$ cat src/rtl/level_sequencer.sv
// Game-level sequencer: load a pattern, show it, take the player's answer, ask the judge, advance or end.
// Latency: every output is registered and follows the state entered on the same clock edge.
// Backpressure: none; a verdict is taken only in the cycle after levelComplete, and start is honoured only when no level is in progress.
module level_sequencer #(
    parameter int MAX_LEVEL  = 8,
    parameter int SHOW_TICKS = 4,
    parameter int PLAY_TICKS = 20
) (
    input  logic       Clk100M,
    input  logic       Reset,
    input  logic       start,
    input  logic       tick,
    input  logic       userDone,
    input  logic       incLevel,
    input  logic       lose,
    output logic       levelComplete,
    output logic       newLevel,
    output logic       showPhase,
    output logic       playPhase,
    output logic [3:0] level,
    output logic [4:0] timeLeft,
    output logic       gameOver,
    output logic       gameWon
);

    localparam logic [3:0] MAX_LVL    = 4'(MAX_LEVEL);
    localparam logic [4:0] SHOW_COUNT = 5'(SHOW_TICKS);
    localparam logic [4:0] PLAY_COUNT = 5'(PLAY_TICKS);

    typedef enum logic [2:0] {IDLE, LOAD, SHOW, PLAY, JUDGE, EVAL, OVER, WON} state_t;

    state_t     state, stateNext;
    logic [4:0] showCnt, showCntNext;
    logic [4:0] timeLeftNext;
    logic [3:0] levelNext;
    logic       timedOut, timedOutNext;

    always_comb begin
        stateNext    = state;
        levelNext    = level;
        timeLeftNext = timeLeft;
        showCntNext  = showCnt;
        timedOutNext = timedOut;
        case (state)
            IDLE, OVER, WON: begin
                if (start) begin
                    stateNext    = LOAD;
                    levelNext    = 4'd1;
                    timedOutNext = 1'b0;
                end
            end
            LOAD: begin
                showCntNext = SHOW_COUNT;
                stateNext   = SHOW;
            end
            SHOW: begin
                if (tick) begin
                    showCntNext = showCnt - 5'd1;
                    if (showCnt == 5'd1) begin
                        stateNext    = PLAY;
                        timeLeftNext = PLAY_COUNT;
                    end
                end
            end
            PLAY: begin
                // An answer arriving with the expiring tick still counts as on time.
                if (userDone) begin
                    stateNext = JUDGE;
                end else if (tick) begin
                    timeLeftNext = timeLeft - 5'd1;
                    if (timeLeft == 5'd1) begin
                        timedOutNext = 1'b1;
                        stateNext    = JUDGE;
                    end
                end
            end
            JUDGE: stateNext = EVAL;
            EVAL: begin
                if (timedOut || (lose && !incLevel)) begin
                    stateNext = OVER;
                end else if (incLevel) begin
                    if (level >= MAX_LVL) begin
                        stateNext = WON;
                    end else begin
                        levelNext    = level + 4'd1;
                        timedOutNext = 1'b0;
                        stateNext    = LOAD;
                    end
                end else begin
                    stateNext = OVER;
                end
            end
            default: stateNext = IDLE;
        endcase
    end

    always_ff @(posedge Clk100M) begin
        if (Reset) begin
            state         <= IDLE;
            level         <= 4'd0;
            timeLeft      <= 5'd0;
            showCnt       <= 5'd0;
            timedOut      <= 1'b0;
            newLevel      <= 1'b0;
            showPhase     <= 1'b0;
            playPhase     <= 1'b0;
            levelComplete <= 1'b0;
            gameOver      <= 1'b0;
            gameWon       <= 1'b0;
        end else begin
            state         <= stateNext;
            level         <= levelNext;
            timeLeft      <= timeLeftNext;
            showCnt       <= showCntNext;
            timedOut      <= timedOutNext;
            newLevel      <= (stateNext == LOAD);
            showPhase     <= (stateNext == SHOW);
            playPhase     <= (stateNext == PLAY);
            levelComplete <= (stateNext == JUDGE);
            gameOver      <= (stateNext == OVER);
            gameWon       <= (stateNext == WON);
        end
    end

endmodule
$ cat config.mk
export PLATFORM = sky130hd
export DESIGN_NAME = level_sequencer
export DESIGN_NICKNAME = d
export VERILOG_FILES = /design/src/rtl/level_sequencer.sv
export SDC_FILE = /design/constraint.sdc
export NUM_CORES = 1
export LEC_CHECK = 0
export ABC_AREA = 1
export CAP_MARGIN = 20
export CORE_AREA = 2 2 65 61
export CTS_BUF_LIST = sky130_fd_sc_hd__clkbuf_4
export CTS_CLUSTER_SIZE = 40
export DETAILED_ROUTE_END_ITERATION = 12
export DIE_AREA = 0 0 67 63
export PLACE_DENSITY_LB_ADDON = 0.25
export SLEW_MARGIN = 25
export SYNTH_ARGS = -nofsm -noshare
export SYNTH_HDL_FRONTEND = slang
export SYNTH_SLANG_ARGS = --single-unit
export TNS_END_PERCENT = 10
$ cat constraint.sdc
create_clock -name Clk100M -period 2.8 [get_ports Clk100M]
set_clock_uncertainty 0.15 [all_clocks]
set_input_delay 0.56 -clock Clk100M [delete_from_list [all_inputs] [get_ports Clk100M]]
set_output_delay 0.56 -clock Clk100M [all_outputs]
set_load 0.005 [all_outputs]
[After elaboration in Yosys (flattened, before gate mapping)]
Cells that the tools add are included.
Operators by class
  order comparisons: 1
  reductions and logical operators: 13
  multiplexer cells: 30
  add/sub/neg operators: 3
  equality and inequality tests: 24
Operator list (count)
  $mux W3: 9
  $mux W5: 5
  $eq A3 B3 Y1 const B: 7
  $pmux W5 S2: 2
  $ne A2 B2 Y1 const B: 9
  $pmux W3 S6: 1
  $mux W4: 4
  $eq A3 B2 Y1 const B: 4
  $eq A5 B1 Y1 const B: 2
  $reduce_and A5 Y1: 2
  $sub A5 B1 Y5 const B: 2
  $pmux W4 S2: 1
  $reduce_and A8 Y1: 1
  $mux W1: 7
  $eq A3 B1 Y1 const B: 2
  $reduce_bool A2 Y1: 3
  $add A4 B1 Y4 const B: 1
  $ge A4 B4 Y1 const B: 1
  $logic_not A3 Y1: 1
  $pmux W1 S3: 1
  $reduce_bool A3 Y1: 1
  $reduce_or A3 Y1: 1
  $reduce_and A2 Y1: 1
  $logic_and A1 B1 Y1: 1
  other kinds (2): 2
Storage, ports and cells
  register bits after elaboration: 24
  logic and storage cells: 82
  input bits: 7
  output and inout port bits: 15

[Logic depth before layout (Yosys ltp)]
  depth in word-level cells: 6
  gate-level depth with buffers: 11
  mapped depth without buffers: 11

[Least setup slack after synthesis]
No wires, ideal clock.
  path type: input-to-reg
  from: input tick
  to: register timeLeft[0]
  arrival: 1.226 ns
  required time: 2.537 ns
  buffers on the path: 0
  setup time: 0.113 ns
  setup slack: 1.311 ns
  cell stages on the path: 7
  path through: inv_1 -> nor2_1 -> nor2_2 -> nor2_2 -> nand2_4 -> o21ai_1 -> inv_1
Between the ends
  cells in the longest elaborated chain, start to end: 2
  elaborated cells between the ends (all ways): 3
  classes of those cells: eq/ne (2); reduce/logical (1)
Ends and longest elaborated chain
  start, declared: RTL line 12  | input logic tick,
  $ne A2 B2 Y1 (no source line)
  $reduce_and A5 Y1 (no source line) (*)
  end signal, assigned: RTL line 113  | timeLeft <= timeLeftNext;
  end, declared: RTL line 21  | output logic [4:0] timeLeft,
Every way passes the cells marked *; elsewhere a longest branch is shown, timed or not.
A chain may end at the register's enable or synchronous reset.

[Worst setup path after layout]
  from: register timeLeft[4]
  to: output timeLeft[4]
No word-level cell between the ends.

==> results.toml <==
[floorplanning]
die_w_um = 67
io_pins = 22
row_count = 21
start_util_pct = 37.8
die_y_um = 63
floorplan.die_area_um2 = 4220
core-area_um2 = 3570

[logic_synthesis]
ys_seq_area_share_pct = 35.6
async_flop_share_pct = 0
syn_area_per_cell_um2 = 6.68
synth_edf_count = 0
synth_area_um2 = 1350
synth_cells = 202
yosysWarnings = 0
synth.area.top_cells = "dfxtp_1 36%, nand2_1 14%, inv_1 8.1%, nor2_1 7.8%, ha_1 5.6%"
synth.top_cell.area_share_pct = 35.6
synthAdderAreaFrac_pct = 5.56
synth.area.mux_share_pct = 0
ys.flop_type = "dfxtp_1"
yosys-top-cells-count = "51 x nand2_1, 29 x inv_1, 28 x nor2_1"
synth_most_common_cell = "nand2_1"
synthXorXnorAreaFrac_pct = 1.95
yosys.area_share.simple_pct = 39.9
synth_top_cell_by_area = "dfxtp_1"
synth.distinct_cells = 26
synth_top_family_by_area = "simple AND/OR/NAND/NOR gates"
ys_ff_latch = 24
syn-num-nets = 215
synth_compound_area_share_pct = 7.78

[layout]
area_growth_pct = 21.0
instances_no_fill = 271
seq_area_um2 = 480
drive_gt1_share_pct = 11.6
fin_nets = 239
num_antenna_cells = 0
fin_util_pct = 45.7
multi_input_area_um2 = 746
nFillCells = 408

[setup_path]
critPathMaxStageDelay_ns = 0.53
critPathBufInv = 1
cp_max_fo = 5
crit_slowest_cell = "clkdlybuf4s50_1"
arrival_ns = 1.27
cp_cell_sequence = "clkdlybuf4s50_1"
end_kind = "primary output"
start_kind = "flip-flop"
crit_required_ns = 2.09
critPathTopFamily = "buffers and inverters"
path_class = "reg -> out"

[run_status]
status = "finished clean"

[sta]
slew_headroom_pct = 79.4
hold_violations = 0
setup_viol = 0
fin_crit_sh_pct = 70.7
hold_slack_ns = 0.328
fmax_ghz = 0.505
report.final.slew_viol_count = 0
worst_pin_slew_ns = 0.307
grt_setup_unrepaired = "no"
tns_ns = 0
period_minus_slack_ns = 1.98

[global_routing]
grt_use_met3_pct = 3.78
overflow = 0
gr-usage-met1_pct = 18.9
grt_pass1_wl_um = 4840
grt_pass1_vias = 1157
grtUsageMet2_pct = 23.6
groute.usage.overall_pct = 14.7
antenna_found_initial = 0
grt_busiest_layer = "met2"
grt_max_degree = 14

[clocking]
holdBufCountCts = 0
cts_buffer_depth = 2
cts_buffers = 3
cts.reportedPaths.clkPinSlew_ns = 0.12
ctsResizeCount = 0
cts_sinks = 24
clock_latency_ns = 0.31
cts_tree = "yes"
htree_levels = 1
cts_root_buf = "clkbuf_4"
post_cts_buffers = 0

[drt]
via_per_inst = 4.48
via_count = 1215
dr.pass1.iters = 4
ant_nets = 0
wl_per_cell_um = 9.78
wl_um = 2650
drc = 0
first_iter_violations = 44

[place]
gp_congestion = 0.793
placedCellCount = 267
portBuffers = 20
place_hpwl_um = 2090

[hold_path]
hold_path.class = "reg -> reg"

[pwr]
power.density_nw_per_um2 = 787
power_w = 0.00129
leakagePower_nw = 0.720
ir_drop_mv = 0.345

[flow_run]
drv_cap = 0
-- per-stage QoR --
| step | cell area, um2 | worst slack [ns] |
|---|---|---|
| 2_1_floorplan | 1350 | 1.31 |
| 3_3_place_gp | 1610 | 0.598 |
| 3_5_place_dp | 1610 | 0.600 |
| 4_1_cts | 1630 | 0.785 |
| 5_1_grt | 1630 | 0.717 |
| 6_report | 1630 | 0.820 |
-- report_power, final --
part           internal, W  switching [W]  total [W]
registers         0.000417      0.0000734   0.000490
clock network    0.0000521      0.0000993   0.000151
logic             0.000261       0.000384   0.000645
total             0.000730       0.000557    0.00129
-- cell families (layout without fill, tap and decap cells) --
| kind of cell | count (synthesis) | count (layout) |
|---|---|---|
| simple gates | 117 | 117 |
| compound gates | 19 | 19 |
| fa+ha+maj | 6 | 6 |
| flops | 24 | 24 |
| buf+inv | 33 | 56 |
| xor+xnor | 3 | 3 |
-- state kept, by name, indices dropped and copies added (netlist names) --
register / count
playPhase: 1
timeLeft: 5
gameWon: 1
state: 3
newLevel: 1
level: 4
showPhase: 1
levelComplete: 1
showCnt: 5
timedOut: 1
gameOver: 1
-- area by class of cell --
cell class,count,share of cell area [%]
clock buffers,3,1.38
inverters,31,7.12
flip-flops and latches,24,29.4
well taps,46,3.52
repair buffers,21,12.7
clock inverters,1,0.230
multi-input cells,145,45.6
-- cells in the final DEF, fill, tap and decap left out, types with 3 or more instances in the layout --
master	count
ha_1	6
nand3_1	14
dfxtp_1	24
clkbuf_4	3
nand2_1	51
nand2_2	6
inv_1	29
nor2_1	28
nand3_2	3
a21oi_1	12
nor2_2	7
clkdlybuf4s50_1	20
-- final timing paths --
check	start	endpoint	slack, ns	depth (start not counted)
max	timeLeft[4]	timeLeft[4]	0.82	1
min	timedOut	timedOut	0.33	2
max reg2reg	timeLeft[1]	showPhase	1.26	10
min reg2reg	timedOut	timedOut	0.33	2
-- layer usage --
layer	vias to the layer above	wire length, um
met2	14	1130
met5	-	0
met1	529	1390
met4	0	32
li1	667	-
met3	5	95
No activity file was read; power rests on OpenSTA's default activity.
